**src/rtl/fifo_rd_stream_pkg.sv**
```systemverilog
// fifo_rd_stream shared types and constants.
// Output buffer depth and occupancy type.
package fifo_rd_stream_pkg;

  localparam int BUF_DEPTH = 2;

  typedef logic [1:0] lvl_t;

endpackage

```
**src/rtl/fifo_rd_skid.sv**
```systemverilog
// Two-entry ordered output buffer.
// Captures one word per cycle behind any word still held after a pop.
module fifo_rd_skid
  import fifo_rd_stream_pkg::*;
#(
  parameter int WIDTH_FIFO = 8
) (
  input  logic                  clk,
  input  logic                  rst_n,
  input  logic                  push,
  input  logic [WIDTH_FIFO-1:0] push_data,
  input  logic                  pop,
  output logic [WIDTH_FIFO-1:0] head,
  output lvl_t                  level
);

  logic [WIDTH_FIFO-1:0] buf0_q, buf0_d;
  logic [WIDTH_FIFO-1:0] buf1_q, buf1_d;
  lvl_t                  cnt_q, cnt_d;
  lvl_t                  cnt_after;

  always_comb begin
    cnt_after = cnt_q - lvl_t'(pop);
    buf0_d    = buf0_q;
    buf1_d    = buf1_q;
    if (pop) buf0_d = buf1_q;
    // new word lands at the head only if nothing remains after the pop
    if (push) begin
      if (cnt_after == '0) buf0_d = push_data;
      else                 buf1_d = push_data;
    end
    cnt_d = cnt_after + lvl_t'(push);
  end

  always_ff @(posedge clk or negedge rst_n) begin
    if (!rst_n) begin
      buf0_q <= '0;
      buf1_q <= '0;
      cnt_q  <= '0;
    end else begin
      buf0_q <= buf0_d;
      buf1_q <= buf1_d;
      cnt_q  <= cnt_d;
    end
  end

  assign head  = buf0_q;
  assign level = cnt_q;

endmodule

```
**src/rtl/fifo_rd_stream.sv**
```systemverilog
// FIFO pop port to valid/ready stream adapter.
// Issues pops so buffered plus in-flight words never exceed two.
module fifo_rd_stream
  import fifo_rd_stream_pkg::*;
#(
  parameter int WIDTH_FIFO = 8,
  parameter int DLY        = 1
) (
  input  logic                  clk,
  input  logic                  rst_n,
  input  logic                  drain_en,
  input  logic                  fifo_empty,
  input  logic [WIDTH_FIFO-1:0] fifo_rdata,
  output logic                  fifo_ren,
  output logic                  out_valid,
  input  logic                  out_ready,
  output logic [WIDTH_FIFO-1:0] out_data,
  output logic [1:0]            out_level,
  output logic                  busy
);

  logic       inflight_q, inflight_d;
  logic       pop;
  lvl_t       level;
  logic [2:0] pending;

  assign out_valid = (level != '0);
  assign pop       = out_valid & out_ready;
  assign pending   = 3'(level) + 3'(inflight_q) - 3'(pop);

  always_comb begin
    fifo_ren   = drain_en & ~fifo_empty
               & (pending < 3'(BUF_DEPTH));
    inflight_d = fifo_ren;
  end

  always_ff @(posedge clk or negedge rst_n) begin
    if (!rst_n) inflight_q <= 1'b0;
    else        inflight_q <= inflight_d;
  end

  fifo_rd_skid #(
    .WIDTH_FIFO(WIDTH_FIFO)
  ) u_skid (
    .clk      (clk),
    .rst_n    (rst_n),
    .push     (inflight_q),
    .push_data(fifo_rdata),
    .pop      (pop),
    .head     (out_data),
    .level    (level)
  );

  assign out_level = level;
  assign busy      = inflight_q | out_valid;

endmodule

```
**config.mk**
```make
export PLATFORM = sky130hd
export DESIGN_NAME = fifo_rd_stream
export DESIGN_NICKNAME = d
export VERILOG_FILES = /design/src/rtl/fifo_rd_stream_pkg.sv /design/src/rtl/fifo_rd_skid.sv /design/src/rtl/fifo_rd_stream.sv
export SDC_FILE = /design/constraint.sdc
export NUM_CORES = 1
export LEC_CHECK = 0
export ABC_CLOCK_PERIOD_IN_PS = 3350
export CAP_MARGIN = 20
export CORE_MARGIN = 4
export CORE_UTILIZATION = 45
export CTS_BUF_LIST = sky130_fd_sc_hd__clkbuf_16
export DETAILED_ROUTE_END_ITERATION = 6
export PLACE_DENSITY = 0.76
export SYNTH_ARGS = -nofsm -noshare
export SYNTH_HDL_FRONTEND = slang
export SYNTH_SLANG_ARGS = --single-unit
export TNS_END_PERCENT = 100
```
**constraint.sdc**
```tcl
create_clock -name clk -period 3.35 [get_ports clk]
set_clock_uncertainty 0.2 [all_clocks]
set_input_delay 0.67 -clock clk [delete_from_list [all_inputs] [get_ports clk]]
set_output_delay 0.67 -clock clk [all_outputs]
set_load 0.05 [all_outputs]
```
# == Yosys cells after proc, flatten, opt, wreduce, memory -nomap -nowiden ==
# Cells that the tools add are included.
# totals
reg_bits,19
latchBits,0
ram_bits,0
romBits,0
in_bits,13
memories,0
# classes
add_sub_neg,4
multipliers,0
div,0
magnitude_cmp,1
n_eq_ne,0
shift,0
mux,3
bitwise_logic,6
n_reduce_logical,3
# ops
operator,count
two-way mux 8 bit,3
adder 2 x 1 -> 3 bit,1
AND 1 bit,3
< comparator 3 x 2 -> 1 bit (second input constant),1
subtractor 3 x 1 -> 3 bit,1
adder 2 x 1 -> 2 bit,1
zero test 2 bit,1
inverter 1 bit,2
AND reduction 2 bit,1
nonzero test 2 bit,1
subtractor 2 x 1 -> 2 bit,1
bitwise OR 1 bit,1

# == Longest topological paths before layout ==
# logic_depth
word_depth,6
ltp_mapped,7
depth_no_buf,7

# == Hierarchy ==
# From an unflattened synthesis, not the netlist that was laid out.
# hier_totals
cells_unflattened,71
hier_area_um2,890.9
# by_module_without_submodules
module,n_inst,cells_per_inst,area_each_um2,seq_area_each_um2
fifo_rd_skid,1,60,780.7,450.4
fifo_rd_stream,1,11,110.1,25.0

# == Worst setup path before layout ==
# No wires, ideal clock.
# synth_path
kind,flip-flop to output port
start,"register u_skid.cnt_q[0], in the netlist u_skid.level[0]"
end,output fifo_ren
arrival_time_ns,2.856
required_ns,2.480
setup_slack_ns,-0.376
stages_incl_launch_ff,8
path_buffers,0
path_cell_list,dfrtp_1 > or2b_1 > nand2_1 > ha_1 > inv_1 > fa_1 > xor2_1 > nor3_1
# synth_between
elab_chain_len,5
elab_cells_between_ends,6
classes_between,2 x add/sub; 1 x order compare; 2 x bitwise; 1 x reduce/logical
# synth_rtl
element,line,rtl
from (decl),fifo_rd_skid.sv:19,"lvl_t cnt_q, cnt_d;"
from (signal assigned),fifo_rd_skid.sv:43,cnt_q <= cnt_d;
branches (longest 2 deep; another with adder 2 x 1 -> 3 bit),-,
subtractor 3 x 1 -> 3 bit *,fifo_rd_stream.sv:29,assign pending = 3'(level) + 3'(inflight_q) - 3'(pop);
< comparator 3 x 2 -> 1 bit *,fifo_rd_stream.sv:33,& (pending < 3'(BUF_DEPTH));
AND 1 bit *,fifo_rd_stream.sv:33,
to (decl),fifo_rd_stream.sv:14,"output logic fifo_ren,"
# Every way passes the cells marked *.

# == Final worst setup path ==
# layout_path
start,input out_ready
end,output fifo_ren
# layout_between
elab_chain_len,4
# layout_rtl
element,line,rtl
from (decl),fifo_rd_stream.sv:16,"input logic out_ready,"
AND 1 bit,fifo_rd_stream.sv:28,assign pop = out_valid & out_ready;
subtractor 3 x 1 -> 3 bit,fifo_rd_stream.sv:29,
< comparator 3 x 2 -> 1 bit,fifo_rd_stream.sv:33,
AND 1 bit,fifo_rd_stream.sv:33,
# No other way between the ends.

==> out/results.ini <==
[synthesis]
synth_area_leader_cell = dfrtp_1
ys_ff_latch = 19
synth.distinct_cells = 17
synth.avg_cell_area_sq_um = 14.7
yosys-top-cells-area = dfrtp_1 (52%), mux2_2 (30%), ha_1 (2.7%)
yosysMostFrequentCell = mux2_2
synth_edf_count = 0
syn_nets = 78
yosysSeqAreaShare = 0.521
syn_area_sq_um = 912
syn_inst = 62
synth_top_cell_area_share = 0.521
synth_top_cells_by_count = mux2_2 (24), dfrtp_1 (19), inv_1 (3)
synth_ff_type = dfrtp_1
synth-async-reset-ratio = 1.00
ys_warn_count = 0

[global_route]
grt_pass1_wl_mm = 3.02
grt_start_max_net_pins = 20
grt_usage = 0.154
antenna_found_initial = 0
grt_pass1_vias = 702
grt_overflow_total = 0

[clock_tree]
cts.clk_slew.worst_paths_ns = 0.05
cts_inserted_buffers = 3
clockBufferDepth = 2
tritoncts = built
cts.sinks = 19
root_buffer = clkbuf_16
htreeDepth = 1
hold_buffers = 0
clock_latency_ns = 0.25

[drt]
drc = 0
wl_mm = 1.86
wl_met3_um = 94
wl_met1_um = 730
ant_nets = 0
top_layer = met4
wl_per_cell_um = 14.3
dr.pass1.iters = 2
vias = 633
via_per_inst = 4.87
wl_met2_mm = 1.00
drt_iter0_drc = 5

[sta]
fmax_mhz = 316
worst_pin_slew_ns = 0.861
timing.hold.ws_ns = 0.302
finalHoldViolCount = 0
rsz0062_at_grt = no
setup_tns_ns = 0
period_share = 0.944
finalSetupViolations = 0
fin_crit_ns = 3.16
finalMaxSlewViolations = 0
slew_headroom = 0.424

[die]
pin_count = 26
fp.dieH_um = 53.0
start_util = 0.470
dieArea_sq_mm = 0.00281
die_w_um = 53.0
core_sq_mm = 0.00194
rows = 16

[pwr]
ir_drop_v = 0.000719
power_frac_seq = 0.272
combPwrFrac = 0.572
pwr_density_cell_mw_per_mm2 = 1120
p_int_mw = 0.924
clkPwrFrac = 0.155
p_sw_frac = 0.408
p_leak_nw = 0.627
finalPower_mw = 1.56
power.switching_mw = 0.638

[job]
drv_cap = 0

[cells_and_area]
areaGrowthSynthToFinish_pct = 52.4
stdcell_area_sq_mm = 0.00139
drive_above_1_share = 0.495
nets = 120
diodes = 0
final_util = 0.716

[worst_setup_path]
end_kind = output pin
critPathArrivalTime_ns = 2.29
crit_fanout = 3
crit_type = in -> out
crit_required_ns = 2.48
reg2reg_slack_ns = 0.94
startpoint_type = input port

[placement]
dp_hpwl_mm = 1.36
gp_congestion = 0.765
postPlaceCellArea_sq_mm = 0.00127
io_buffers = 25

[run_status]
status = completed

[worst_hold_path]
hold_class = reg -> reg

-- routing by layer --
layer,vias up,track usage
met5,-,0
met4,0,0.0809
met3,5,0.0338
met2,15,0.273
met1,314,0.171
li1,299,-
-- cells in the final DEF, fill, tap and decap left out, drive strengths merged --
cell type,Yosys,final
xor2,1,1
nor2b,1,1
clkbuf,0,4
or2b,1,1
or2,1,1
nor3,1,1
nand2,2,2
ha,2,2
clkinv,0,1
o31ai,1,1
fa,1,1
nand4b,1,1
nand3b,1,1
clkdlybuf4s50,0,23
dfrtp,19,19
mux2,24,24
o21ai,1,1
or3,1,1
inv,4,4
buf,0,13
-- power groups by stage --
stage               Clock, mW  Combinational (mW)  Sequential [mW]
finish                  0.243               0.894            0.426
CTS                     0.245               0.892            0.427
detailed placement          0               0.852            0.430
floorplan                   0               0.366            0.624
global route            0.254               0.948            0.441
global placement            0               0.837            0.422
-- worst max-delay path: stages --
cell and delay, ns:
clkbuf_2 0.10, or2b_1 0.25, nand2_2 0.07, ha_2 0.15, inv_1 0.04, fa_1 0.53, nand2_2 0.08, nor3_4 0.23
buf_12 0.16
-- final cells by class --
cell class / instances / area (sq um)
clock inverter: 1 / 5.00
inverter: 4 / 15.0
multi-input combinational: 39 / 440
tap: 27 / 33.8
clock buffer: 3 / 75.1
sequential: 19 / 475
timing repair buffer: 37 / 345
fill: 134 / 552
-- sequential cells by signal (all words and copies together) (netlist names) --
register	count
u_skid.buf1_q	8
u_skid.head	8
u_skid.level	2
inflight_q	1
-- final timing paths --
check,start,endpoint,cells past startpoint
min in group asynchronous,rst_n,u_skid.head[6],1
worst max-delay path,out_ready,fifo_ren,9
worst min-delay path,u_skid.buf1_q[4],u_skid.buf1_q[4],1
worst max register to register,u_skid.level[0],inflight_q,10
max in group asynchronous,rst_n,inflight_q,1
worst min register to register,u_skid.buf1_q[4],u_skid.buf1_q[4],1
-- timing repair --
action	in CTS	in global routing
setup endpoints to repair	1	1
gates resized for setup	4	3
buffers inserted	2	2
pin swaps	2	4
-- per-stage QoR --
stage	instances	worst slack (ns)
6_report	130	0.186
5_1_grt	130	0.0842
4_1_cts	128	0.0248
3_5_place_dp	122	-0.162
3_3_place_gp	122	-0.0861
2_1_floorplan	62	0.0653
-- cell families after synthesis --
kind of cell	Yosys count	share of synthesized area
compound gates	2	0.0329
xor+xnor	1	0.00960
fa+ha+maj	3	0.0494
buf+inv	4	0.0165
flops	19	0.521
mux	24	0.296
simple gates	9	0.0741
(Power assumes the default switching activity.)
